File: src/rtl/xtea_pkg.sv
// Shared types and sizes for the XTEA input loader.
package xtea_pkg;

    localparam int unsigned BLOCK_W         = 128;
    localparam int unsigned WORD_W          = 32;
    localparam int unsigned WORDS_PER_BLOCK = 4;
    localparam int unsigned IDX_W           = 2;

    typedef enum logic [1:0] {
        IDLE,
        FILL,
        FIRE,
        WAIT
    } loader_state_t;

endpackage

File: src/rtl/xtea_word_packer.sv
// 128-bit register written one 32-bit word at a time; word 0 lands in the MSW.
module xtea_word_packer
    import xtea_pkg::*;
(
    input  logic               clk,
    input  logic               reset,
    input  logic               we_i,
    input  logic [IDX_W-1:0]   idx_i,
    input  logic [WORD_W-1:0]  word_i,
    output logic [BLOCK_W-1:0] block_o
);

    logic [BLOCK_W-1:0] block_q;

    always_ff @(posedge clk) begin
        if (reset) begin
            block_q <= '0;
        end else if (we_i) begin
            for (int unsigned w = 0; w < WORDS_PER_BLOCK; w++) begin
                if (idx_i == w[IDX_W-1:0]) begin
                    block_q[BLOCK_W-1-WORD_W*w -: WORD_W] <= word_i;
                end
            end
        end
    end

    assign block_o = block_q;

endmodule

File: src/rtl/xtea_in_loader.sv
// Word-serial key/data loader for the XTEA encryptor.
// Define XTEA_LOADER_TIMEOUT_EN to abort WAIT after TIMEOUT cycles without enc_done.
module xtea_in_loader
    import xtea_pkg::*;
#(
    parameter int unsigned TIMEOUT = 64
) (
    input  logic               clk,
    input  logic               reset,
    input  logic               s_valid,
    output logic               s_ready,
    input  logic [WORD_W-1:0]  s_data,
    input  logic               s_is_key,
    input  logic               enc_done,
    output logic [BLOCK_W-1:0] key,
    output logic [BLOCK_W-1:0] data_o,
    output logic               start,
    output logic               key_valid,
    output logic               busy,
    output logic               err_nokey,
    output logic               timeout
);

    loader_state_t      state_q, state_d;
    logic [IDX_W-1:0]   cnt_q, cnt_d;
    logic               kind_q, kind_d;
    logic               key_valid_q, key_valid_d;
    logic [BLOCK_W-1:0] data_q, data_d;
    logic               start_q, start_d;
    logic               err_q, err_d;
    logic               tmo_q, tmo_d;
    logic               tmo_hit;

    logic               accept;
    logic               frame_is_key;
    logic [BLOCK_W-1:0] staging;
    logic               unused_stage_lsw;

    assign s_ready      = !reset && (state_q == IDLE || state_q == FILL);
    assign busy         = (state_q == FIRE) || (state_q == WAIT);
    assign accept       = s_valid && s_ready;
    // The frame kind is only sampled with word 0; later words use the latched kind.
    assign frame_is_key = (state_q == IDLE) ? s_is_key : kind_q;

    xtea_word_packer u_key_packer (
        .clk     (clk),
        .reset   (reset),
        .we_i    (accept && frame_is_key),
        .idx_i   (cnt_q),
        .word_i  (s_data),
        .block_o (key)
    );

    xtea_word_packer u_data_packer (
        .clk     (clk),
        .reset   (reset),
        .we_i    (accept && !frame_is_key),
        .idx_i   (cnt_q),
        .word_i  (s_data),
        .block_o (staging)
    );

    // The last word is taken straight from s_data, so the staging LSW is never read.
    assign unused_stage_lsw = ^staging[WORD_W-1:0];

`ifdef XTEA_LOADER_TIMEOUT_EN
    localparam int unsigned TW = $clog2(TIMEOUT + 1);

    logic [TW-1:0] wcnt_q, wcnt_d;

    always_comb begin
        wcnt_d  = (state_q == WAIT) ? wcnt_q + TW'(1) : '0;
        tmo_hit = (state_q == WAIT) && (wcnt_q == TW'(TIMEOUT - 1));
    end

    always_ff @(posedge clk) begin
        if (reset) begin
            wcnt_q <= '0;
        end else begin
            wcnt_q <= wcnt_d;
        end
    end
`else
    logic unused_timeout_cfg;

    assign unused_timeout_cfg = (TIMEOUT != 0);
    assign tmo_hit            = 1'b0;
`endif

    always_comb begin
        state_d     = state_q;
        cnt_d       = accept ? cnt_q + 2'd1 : cnt_q;
        kind_d      = kind_q;
        key_valid_d = key_valid_q;
        data_d      = data_q;
        err_d       = 1'b0;
        tmo_d       = 1'b0;

        case (state_q)
            IDLE: begin
                if (accept) begin
                    kind_d  = s_is_key;
                    state_d = FILL;
                end
            end
            FILL: begin
                if (accept && cnt_q == 2'd3) begin
                    if (frame_is_key) begin
                        key_valid_d = 1'b1;
                        state_d     = IDLE;
                    end else if (key_valid_q) begin
                        data_d  = {staging[BLOCK_W-1:WORD_W], s_data};
                        state_d = FIRE;
                    end else begin
                        err_d   = 1'b1;
                        state_d = IDLE;
                    end
                end
            end
            FIRE: begin
                state_d = WAIT;
            end
            WAIT: begin
                if (enc_done) begin
                    state_d = IDLE;
                end else if (tmo_hit) begin
                    tmo_d   = 1'b1;
                    state_d = IDLE;
                end
            end
            default: begin
                state_d = IDLE;
            end
        endcase

        start_d = (state_d == FIRE);
    end

    always_ff @(posedge clk) begin
        if (reset) begin
            state_q     <= IDLE;
            cnt_q       <= '0;
            kind_q      <= 1'b0;
            key_valid_q <= 1'b0;
            data_q      <= '0;
            start_q     <= 1'b0;
            err_q       <= 1'b0;
            tmo_q       <= 1'b0;
        end else begin
            state_q     <= state_d;
            cnt_q       <= cnt_d;
            kind_q      <= kind_d;
            key_valid_q <= key_valid_d;
            data_q      <= data_d;
            start_q     <= start_d;
            err_q       <= err_d;
            tmo_q       <= tmo_d;
        end
    end

    assign data_o    = data_q;
    assign start     = start_q;
    assign key_valid = key_valid_q;
    assign err_nokey = err_q;
    assign timeout   = tmo_q;

endmodule
File: config.mk
export PLATFORM = sky130hd
export DESIGN_NAME = xtea_in_loader
export DESIGN_NICKNAME = d
export VERILOG_FILES = /design/src/rtl/xtea_pkg.sv /design/src/rtl/xtea_word_packer.sv /design/src/rtl/xtea_in_loader.sv
export SDC_FILE = /design/constraint.sdc
export NUM_CORES = 1
export LEC_CHECK = 0
export BUFFER_PORTS_ARGS = -buffer_cell sky130_fd_sc_hd__clkbuf_2
export CORE_MARGIN = 2
export CORE_UTILIZATION = 30
export CTS_BUF_LIST = sky130_fd_sc_hd__clkbuf_4 sky130_fd_sc_hd__clkbuf_8 sky130_fd_sc_hd__clkbuf_16
export DETAILED_ROUTE_END_ITERATION = 6
export MAX_ROUTING_LAYER = met4
export PLACE_DENSITY = 0.59
export SETUP_SLACK_MARGIN = 0.5
export SLEW_MARGIN = 40
export SYNTH_ARGS = -nofsm -noshare
export SYNTH_HDL_FRONTEND = slang
export SYNTH_SLANG_ARGS = --single-unit
File: constraint.sdc
create_clock -name clk -period 1.9 [get_ports clk]
set_input_delay 0.095 -clock clk [delete_from_list [all_inputs] [get_ports clk]]
set_output_delay 0.095 -clock clk [all_outputs]
set_load 0.02 [all_outputs]
# After elaboration in Yosys (flattened, before gate mapping)
# Cells that the tools add are included.
dict set report word_totals {
  ff_bits 360
  elab_cells 55
}
dict set report classes {
  muxes 8
  n_reduce_logical 22
  bitwise 3
  n_eq_ne 7
  addsub 1
}
# operator n
set ops {}
lappend ops {{AND reduction 2 bit} 8}
lappend ops {{== test 2 bit, second input constant} 5}
lappend ops {{2-to-1 mux 2 bit} 5}
lappend ops {{one-hot mux 2 bit (4 select lines)} 1}
lappend ops {{logical AND 1 bit} 5}
lappend ops {{== test 2 x 1 -> 1 bit, second input constant} 2}
lappend ops {{logical NOT 2 bit} 2}
lappend ops {{AND reduction 4 bit} 1}
lappend ops {{OR reduction 4 bit} 1}
lappend ops {{inverter 1 bit} 3}
lappend ops {{AND reduction 3 bit} 1}
lappend ops {{adder 2 x 1 -> 2 bit, second input constant} 1}
lappend ops {{logical NOT 1 bit} 2}
lappend ops {{logical OR 1 bit} 2}
lappend ops {{2-to-1 mux 1 bit} 2}

# Longest topological paths before layout
dict set report depth {
  word_depth 8
  depth_mapped 7
  ltp_nobuf 5
}

# Cells and area by module
# A second synthesis with hierarchy kept.
dict set report hier_totals {
  hier_cells 1505
  area_unflattened_um2 16330.7
}
# mod cells_per_inst seq_area_each_um2 area_per_inst_um2 instances
set by_module_without_submodules {}
lappend by_module_without_submodules {xtea_word_packer 454 2562.5 5063.6 2}
lappend by_module_without_submodules {xtea_in_loader 597 2722.6 6203.4 1}

# Worst setup path before layout
# OpenSTA, ideal clock, no wires.
dict set report synth_timing {
  kind {reg-to-reg}
  from {register cnt_q[0]}
  to {register data_q[75] (netlist: data_o[75])}
  path_slack_ns 0.327
  setup_time_ns 0.121
  t_arrival_ns 1.452
  n_path_buf 1
  path_stages_with_launch 6
  period_less_slack_ns 1.573
  path_cell_list {dfxtp_1 > ha_1 > and2_1 > nand4_2 > buf_2 > mux2_2}
}
dict set report synth_via {
  elab_chain_cells 3
}
# element line
set synth_rtl {}
lappend synth_rtl {{start: declaration} xtea_in_loader.sv:25} ;# logic [IDX_W-1:0] cnt_q, cnt_d;
lappend synth_rtl {{start signal: assignment} xtea_in_loader.sv:151} ;# cnt_q <= cnt_d;
lappend synth_rtl {{== test 2 bit} n/a}
lappend synth_rtl {{logical AND 1 bit} xtea_in_loader.sv:107} ;# if (accept && cnt_q == 2'd3) begin
lappend synth_rtl {{AND reduction 4 bit (no line)} n/a}
lappend synth_rtl {{end signal: assignment} xtea_in_loader.sv:154} ;# data_q <= data_d;
lappend synth_rtl {{end: declaration} xtea_in_loader.sv:28} ;# logic [BLOCK_W-1:0] data_q, data_d;
# Every way passes these cells.
# A chain may end at the register's enable or synchronous reset.

# Final worst setup path
dict set report layout_timing {
  from {register cnt_q[0]}
  to {register data_q[10] (netlist: data_o[10])}
}
# Same word-level chain as after synthesis.

==> flow_summary_export.csv <==
group,metric,value,unit
yosys,synth_flop_cell,"dfxtp_1",
layout,fin_util,47.2,%
setup_path,cp_data_required_time,2.31,ns
setup_path,crit_start,"cnt_q[0]",
timing,fin_crit,1.67,ns
route,post_drt_via_cell_ratio,5.19,
floorplanning,core-area,43900,µm²
floorplanning,fp-row-count,77,
yosys,synth_area,13300,µm²
yosys,ys_seq_area_share,54.3,%
timing,fmax,601,MHz
timing,tns,0,ns
setup_path,cp-end-kind,"flip-flop",
cts,clockBufferDepth,3,
cts,cts_inserted_buffers,41,
placement,gp_congestion,0.776,
worst_hold_path,holdCritStartpoint,"s_data[26]",
setup_path,critPathLaunchType,"flip-flop",
global_route,grt_overflow,0,
setup_path,worst_path_largest_cell_delay,0.38,ns
setup_path,critPathTopFamily,"buffers and inverters",
yosys,async_flop_share,0,%
setup_path,worstPathArrival,2.08,ns
power,p_sw,0.00472,W
global_route,grt_pass1_wl,68500,µm
yosys,yosys_warnings,0,
layout,num_antenna_cells,0,
power,p_int,0.0134,W
global_route,antenna_found_initial,0,
power,leakage,9.28,nW
placement,hpwl,29100,µm
placement,port-buffer-count,297,
worst_hold_path,min_path_type,"in -> reg",
layout,nets,1706,
layout,layout-drive-gt1-share,42.4,%
route,wirelength,54600,µm
cts,htreeDepth,2,
timing,maxSlewViolCount,0,
floorplanning,start_util,30.2,%
setup_path,path_max_fanout,14,
power,swShare,26.1,%
floorplanning,die_x,214,µm
setup_path,path_cells,"ha_4 -> and2_4 -> nand4_4 -> buf_12 -> bufbuf_16 -> mux2i_1",
power,ir_worst_vdd,606,µV
global_route,grt_max_degree,89,
timing,clock_skew,0.0164,ns
setup_path,rr_startpoint,"cnt_q[0]",
route,vias,11880,
timing,relSlewSlack,52.2,%
layout,areaGrowthSynthToFinish,56.3,%
route,post_drt_wl_per_cell,23.9,µm
yosys,syn_nets,1316,
route,met2WireLength,26600,µm
power,sequentialPowerShare,43.2,%
floorplanning,die_h,214,µm
global_route,grt_usage,20.0,%
timing,tightest_slew,0.716,ns
cts,worstSkewPairLatency,0.56,ns
timing,hold_viol,0,
cts,cts_tree,"yes",
setup_path,crit_type,"reg -> reg",
yosys,synth-seq-cells,360,
timing,rsz0062_at_grt,"true",
yosys,synth_cell_types,38,
cts,clock_sinks,360,
route,drt_iter0_drc,663,
power,p_per_area,872,nW/µm²
timing,setup_violations,0,
route,route.detailed.drc,0,
route,antenna_left,0,
global_route,grt_pass1_vias,10896,
yosys,synth_edf_count,0,
job,drv_cap,0,
cts,cts.clk_slew.worst_paths,0.07,ns
yosys,synthCells,1275,
power,p_clk_share,45.6,%
setup_path,critical-path-slowest-cell,"dfxtp_4",
timing,period_share,87.6,%
layout,final_common_cell,"dfxtp_1",
yosys,avgSynthCellArea,10.4,µm²
floorplanning,die_area,45900,µm²
power,comb_power_share,11.2,%
cts,cts_root_buf,"clkbuf_16",
route,dr.pass1.iters,5,
layout,final_cell_mix,"dfxtp_1 (355), clkbuf_2 (297), nand2_1 (178)",
route,top_layer_used,"met4",
setup_path,path_buf_inv,2,
floorplanning,io_pins,299,
route,wl_met1,23100,µm
run_status,status,"finished clean",
route,wl_met3,3320,µm
tightest hold or removal path, cell delays in order:
cell,delay [ns]
clkbuf_2,0.08
inv_1,0.19
mux2i_1,0.18
kinds of logic (layout without fill, tap and decap cells):
family / count (synthesis) / count (layout) / synth area share, %
AO/OA/AOI/OAI: 291 / 291 / 15.1
multiplexers: 213 / 215 / 16.6
flip-flops: 360 / 360 / 54.3
AND/OR/NAND/NOR: 243 / 244 / 8.18
buffers and inverters: 162 / 581 / 5.33
other: 1 / 1 / 0.0283
adder cells (fa/ha/maj): 4 / 4 / 0.377
XOR/XNOR: 1 / 1 / 0.0660
through the flow:
| step | total power (W) | std cells | area, µm² | worst slack, ns | hold slack [ns] |
|---|---|---|---|---|---|
| floorplan | 0.00858 | 1275 | 13500 | 0.469 | 0.234 |
| global placement | 0.00905 | 2085 | 15600 | 0.184 | 0.346 |
| detailed placement | 0.00907 | 2085 | 15600 | 0.151 | 0.356 |
| CTS | 0.0174 | 2212 | 17800 | 0.278 | 0.00117 |
| global route | 0.0186 | 2289 | 20700 | 0.179 | 0.0311 |
| finish | 0.0181 | 2289 | 20700 | 0.235 | 0.0227 |
synth_stat cells, types with 2 or more instances:
cell type | count | area share (%)
mux2_1 | 10 | 0.85
buf_2 | 34 | 1.3
dfxtp_1 | 360 | 54
o311ai_0 | 140 | 9.2
inv_1 | 37 | 1.0
nand3_1 | 5 | 0.19
mux2i_1 | 166 | 13
buf_1 | 2 | 0.057
clkbuf_1 | 75 | 2.1
nor2b_1 | 46 | 2.2
nor2_1 | 4 | 0.11
nand2_1 | 178 | 5.0
o21ai_1 | 22 | 0.83
buf_6 | 3 | 0.25
o21ai_0 | 120 | 4.5
a21oi_1 | 3 | 0.11
nand3_2 | 2 | 0.15
mux2_2 | 36 | 3.1
nor3_1 | 2 | 0.075
ha_1 | 4 | 0.38
buf_4 | 9 | 0.51
what timing repair did:
item	in CTS	in global routing
setup endpoints to repair	356	359
hold buffers	14	0
endpoints found under the hold margin	29	0
cloned	7	45
resized for setup	51	293
setup buffers	31	32
pin swaps	3	39
state kept, by name, indices dropped and copies added, names as in the netlist, 2 cells and up:
register	cells
u_key_packer.block_o	128
cnt_q	2
state_q	2
data_o	128
u_data_packer.block_o	96
power by group through the flow:
| stage | combinational [W] | sequential [W] | clock [W] |
|---|---|---|---|
| floorplan | 0.000593 | 0.00799 | 0 |
| global placement | 0.00110 | 0.00795 | 0 |
| detailed placement | 0.00112 | 0.00795 | 0 |
| CTS | 0.00126 | 0.00779 | 0.00834 |
| global route | 0.00211 | 0.00781 | 0.00865 |
| finish | 0.00203 | 0.00781 | 0.00824 |
routing by layer:
layer / vias up / GRT usage [%]
li1: 5409 / -
met1: 5937 / 24.1
met2: 447 / 33.6
met3: 87 / 4.91
met4: 0 / 4.95
met5: - / -
path summary, 6_finish.rpt:
| kind | endpoint | slack (ns) | depth (start not counted) |
|---|---|---|---|
| setup / recovery | data_o[10] | 0.23 | 6 |
| hold / removal | u_data_packer.block_o[122] | 0.02 | 3 |
| setup reg to reg | data_o[10] | 0.23 | 6 |
| hold reg to reg | data_o[101] | 0.45 | 2 |
final cells by class:
| class | instances | area [µm²] |
|---|---|---|
| repair inverters | 1 | 11.3 |
| inverters | 39 | 199 |
| well taps | 592 | 741 |
| repair buffers | 466 | 4220 |
| clock inverters | 15 | 146 |
| clock buffers | 60 | 1270 |
| fillers | 3962 | 23200 |
| multi-input cells | 756 | 6920 |
| flip-flops and latches | 360 | 7230 |
(Power assumes the default switching activity.)
